`src/rtl/tc_timer.sv`:
```
`timescale 1ns/1ps
// tc_timer: memory-mapped down-counting timer with a level interrupt.
// Ports:
//   clk   - system clock, all state changes on the rising edge
//   reset - synchronous, active-high reset
//   Addr  - word address from the bridge; only Addr[1:0] is decoded
//   WE    - full-word write strobe for this device
//   Din   - write data
//   Dout  - combinational read data for Addr
//   IRQ   - interrupt request, irq flag gated by CTRL.IM
// Register map (Addr[1:0]):
//   0 CTRL   {IM, Mode[1:0], En}, upper bits read as 0
//   1 PRESET reload value
//   2 COUNT  current count, read-only
//   3 reserved, reads 0
module tc_timer (
    input  logic        clk,
    input  logic        reset,
    input  logic [29:0] Addr,
    input  logic        WE,
    input  logic [31:0] Din,
    output logic [31:0] Dout,
    output logic        IRQ
);

    typedef enum logic [1:0] {
        S_IDLE,
        S_LOAD,
        S_CNT,
        S_INT
    } state_t;

    localparam logic [1:0] A_CTRL   = 2'd0;
    localparam logic [1:0] A_PRESET = 2'd1;
    localparam logic [1:0] A_COUNT  = 2'd2;

    state_t      state_q, state_d;
    logic [3:0]  ctrl_q, ctrl_d;
    logic [31:0] preset_q, preset_d;
    logic [31:0] count_q, count_d;
    logic        flag_q, flag_d;

    logic        ctrl_en;
    logic [1:0]  ctrl_mode;
    logic        ctrl_im;
    logic        wr_ctrl;
    logic        wr_preset;

    // Only the low two word-address bits select a register.
    logic        unused_addr;
    assign unused_addr = ^Addr[29:2];

    assign ctrl_en   = ctrl_q[0];
    assign ctrl_mode = ctrl_q[2:1];
    assign ctrl_im   = ctrl_q[3];

    assign wr_ctrl   = WE && (Addr[1:0] == A_CTRL);
    assign wr_preset = WE && (Addr[1:0] == A_PRESET);

    always_comb begin
        state_d  = state_q;
        ctrl_d   = ctrl_q;
        preset_d = preset_q;
        count_d  = count_q;
        flag_d   = flag_q;

        unique case (state_q)
            S_IDLE: begin
                if (ctrl_en) begin
                    state_d = S_LOAD;
                end
            end
            S_LOAD: begin
                count_d = preset_q;
                state_d = S_CNT;
            end
            S_CNT: begin
                if (!ctrl_en) begin
                    // Pause: COUNT keeps its value until the next LOAD.
                    state_d = S_IDLE;
                end else if (count_q != 32'd0) begin
                    count_d = count_q - 32'd1;
                end else begin
                    state_d = S_INT;
                    flag_d  = 1'b1;
                end
            end
            S_INT: begin
                if (ctrl_mode == 2'b00) begin
                    // One-shot: stop and leave the flag for software.
                    ctrl_d[0] = 1'b0;
                    state_d   = S_IDLE;
                end else begin
                    // Auto-reload goes straight to LOAD so that the
                    // period is PRESET+3 cycles.
                    flag_d  = 1'b0;
                    state_d = S_LOAD;
                end
            end
            default: begin
                state_d = S_IDLE;
            end
        endcase

        // Bus writes override the FSM's own updates on the same edge.
        if (wr_ctrl) begin
            ctrl_d = Din[3:0];
        end
        if (wr_preset) begin
            preset_d = Din;
        end
        if (wr_ctrl || wr_preset) begin
            flag_d = 1'b0;
        end
    end

    always_ff @(posedge clk) begin
        if (reset) begin
            state_q  <= S_IDLE;
            ctrl_q   <= 4'd0;
            preset_q <= 32'd0;
            count_q  <= 32'd0;
            flag_q   <= 1'b0;
        end else begin
            state_q  <= state_d;
            ctrl_q   <= ctrl_d;
            preset_q <= preset_d;
            count_q  <= count_d;
            flag_q   <= flag_d;
        end
    end

    always_comb begin
        Dout = 32'd0;
        unique case (Addr[1:0])
            A_CTRL:   Dout = {28'd0, ctrl_q};
            A_PRESET: Dout = preset_q;
            A_COUNT:  Dout = count_q;
            default:  Dout = 32'd0;
        endcase
    end

    assign IRQ = flag_q & ctrl_im;

endmodule

```
`config.mk`:
```
export PLATFORM = sky130hd
export DESIGN_NAME = tc_timer
export DESIGN_NICKNAME = d
export VERILOG_FILES = /design/src/rtl/tc_timer.sv
export SDC_FILE = /design/constraint.sdc
export NUM_CORES = 1
export LEC_CHECK = 0
export ABC_AREA = 1
export CAP_MARGIN = 20
export CORE_MARGIN = 5
export CORE_UTILIZATION = 46
export CTS_CLUSTER_SIZE = 40
export DETAILED_ROUTE_END_ITERATION = 7
export HOLD_SLACK_MARGIN = 0.12
export MAX_ROUTING_LAYER = met4
export PLACE_DENSITY = 0.81
export SYNTH_ARGS = -nofsm -noshare
export SYNTH_HDL_FRONTEND = slang
export SYNTH_SLANG_ARGS = --single-unit
```
`constraint.sdc`:
```
create_clock -name clk -period 1.66 [get_ports clk]
set_input_delay 0.415 -clock clk [delete_from_list [all_inputs] [get_ports clk]]
set_output_delay 0.415 -clock clk [all_outputs]
set_load 0.005 [all_outputs]
```
==> impl_metrics.tcl <==
set metrics [dict create \
    status "finished, violations left" \
    violations "negative setup slack" \
    worstHoldStart "Addr[1]" \
    worst_setup_path_start_kind "register" \
    grt_pass1_vias 5124 \
    clk_path_buf_depth 2 \
    start_util_pct 47.0 \
    hold_viol 0 \
    vdd_ir_drop_max_mv 0.467 \
    cts_tree "built" \
    synth_edf_count 0 \
    num-fill-cells 687 \
    hp-class "in -> reg" \
    fin_util_pct 69.7 \
    rr_worst_depth 12 \
    diodes 0 \
    whs_endpoint "flag_q$_SDFFE_PP0P_" \
    yosys_register_bits 71 \
    final_layout_size_suffix_gt1_share_pct 30.6 \
    wl_mm 17.0 \
    worstPathCellList "nor2_2 > nand2_2 > nor2_8 > nand2_4 > nor2_4 > nand2_4 > nand3_4 > buf_12 > clkbuf_16 > nand2_2 > nand2_1 > nor2_1" \
    vias 5609 \
    nNetsFinal 920 \
    ant_nets 0 \
    pre_cts_ws_ns -0.782 \
    dp_hpwl_mm 10.2 \
    setup_viol 32 \
    finClkSkew_ns 0.0139 \
    die_width_um 107 \
    root_buffer "clkbuf_8" \
    gp_congestion 0.920 \
    syn_area_mm2 0.00432 \
    fp-row-count 35 \
    cp-end-kind "register" \
    hold_buffers 0 \
    clock.fmax_ghz 0.552 \
    cts.clk_slew.worst_paths_ns 0.09 \
    grt.overflow.total 0 \
    grt_pass1_wl_mm 24.6 \
    worstPathRequired_ns 1.93 \
    holdWs_ns 0.328 \
    dieArea_mm2 0.0114 \
    htreeDepth 3 \
    worst_pin_slew_ns 0.406 \
    drv_cap 0 \
    grt_usage_pct 27.6 \
    syn_to_final_growth_pct 48.4 \
    final_cell_mix "nand2_1 (165), nor2_1 (107), inv_1 (87)" \
    antenna_found_initial 0 \
    yosysTopAreaCell "dfxtp_1" \
    final_common_cell "nand2_1" \
    critPathTopFamily "simple AND/OR/NAND/NOR gates" \
    timing.rr.start "count_q[6]$_SDFFE_PP0P_" \
    dr.pass1.iters 6 \
    r2r_end "count_q[31]$_SDFFE_PP0P_" \
    worstSkewPairLatency_ns 0.37 \
    fin_crit_sh_pct 109 \
    yosysWarnings 0 \
    p_leak_nw 3.03 \
    synth_nets 794 \
    power_density_mw_per_mm2 843 \
    reg2reg_slack_ns -0.15 \
    holdPathStages 3 \
    cts_made_buffers 9 \
    path_class "reg -> reg" \
    ys_seq_area_share_pct 32.9 \
    cp_slowest_cell "dfxtp_2" \
    ys_types 30 \
    avgRoutedWirePerCell_um 17.5 \
    cts_sinks 71 \
    worstPathMaxFanout 8 \
    drv_slew 0 \
    route.detailed.vias_per_inst 5.78 \
    core-area_mm2 0.00920 \
    synthFlopType "dfxtp_1" \
    ys_async_sr_fraction_pct 0 \
    crit_buf_inv 2 \
    synth_area_per_cell_um2 5.93 \
    synth_top_area_share_pct 32.9 \
    arrival_ns 2.08 \
    drt_iter0_markers 543 \
    grt_start_max_net_pins 34 \
    setup_slack_ns -0.153 \
    power_w 0.00540 \
    ios 98 \
    numPortBuffers 69 \
    slowest_delay_ns 0.36 \
    rsz0062_at_grt "true" \
    period_needed_ns 1.81 \
    synthCells 728 \
    relSlewSlack_pct 72.7 \
    synth_area_leaders "dfxtp_1 (33%), nand2_1 (17%), nor2_1 (12%)" \
    die_y_um 107 \
    crit_path_start "count_q[6]$_SDFFE_PP0P_" \
    drc 0 \
]
==> cell type report <==
class	count	area [um^2]	share of cell area (%)
inverter	94	363	5.66
timing repair buffer	146	1370	21.4
multi-input combinational	532	2880	45.0
tap	111	139	2.17
clock buffer	9	124	1.93
sequential	71	1450	22.7
clock inverter	7	81.3	1.27
==> kinds of logic (layout without fill, tap and decap cells) <==
logic type,Yosys count,in the layout,synth area share (%)
and+or+nand+nor,396,396,38.0
DFF,71,71,32.9
xor gates and xnor gates,1,1,0.203
adders and majority gates,1,1,0.290
buffers and inverters,125,256,11.8
AOI/OAI and AO/OA,134,134,16.8
==> metrics by stage <==
step	instance area, um^2	cells	setup TNS, ns
floorplan	4320	728	0
global placement	5520	933	-29.36
detailed placement	5520	933	-32.23
CTS	5900	959	-0.0586
global route	6410	970	-4.36
finish	6410	970	-2.52
==> registers in the layout, summed over array words and instances (netlist names) <==
signal,flops
state_q,2
ctrl_q,4
preset_q,32
count_q,32
flag_q,1
==> repair_timing <==
| action | 4_1_cts | 5_1_grt |
|---|---|---|
| resized for setup | 184 | 130 |
| pin swaps | 6 | 35 |
| endpoints found under the setup margin | 61 | 60 |
| gates cloned | 5 | 2 |
| setup buffers | 5 | 12 |
==> worst max-delay path by stage <==
stage / endpoint / slack (ns) / depth (start not counted)
final: count_q[31]$_SDFFE_PP0P_ / -0.15 / 12
after detailed placement: Dout[7] / -0.78 / 5
after global routing: count_q[31]$_SDFFE_PP0P_ / -0.18 / 12
after CTS: count_q[23]$_SDFFE_PP0P_ / -0.01 / 13
after global placement: Dout[15] / -0.72 / 5
after floorplan: count_q[25]$_SDFFE_PP0P_ / 0.03 / 12
==> worst min-delay path, cell delays in order <==
cell and delay [ns]:
buf_6 0.10, nor2_1 0.06, nor2_1 0.09
==> where the power goes <==
part | internal, W | leakage (nW) | switching [W]
clock | 0.000709 | 0.100 | 0.000764
combinational | 0.000842 | 2.34 | 0.00121
sequential | 0.00180 | 0.589 | 0.0000817
total | 0.00335 | 3.03 | 0.00206
==> metal layers <==
layer | vias to the layer above | part of all wire (%) | global-route usage, %
met2 | 351 | 48 | 45.9
met1 | 2578 | 37 | 32.2
met4 | 0 | 5.6 | 12.9
met5 | - | 0 | -
met3 | 105 | 9.2 | 5.42
li1 | 2575 | - | -
==> synth_stat cells, drive strengths merged, types with 3 or more instances <==
library cell / count
dfxtp: 71
o22ai: 28
nand3: 34
o221ai: 4
nor2: 145
inv: 94
a21oi: 40
nor3: 3
o21ai: 59
clkbuf: 23
nand4: 14
nand2: 198
buf: 8
Power figures use the tool's default switching activity.
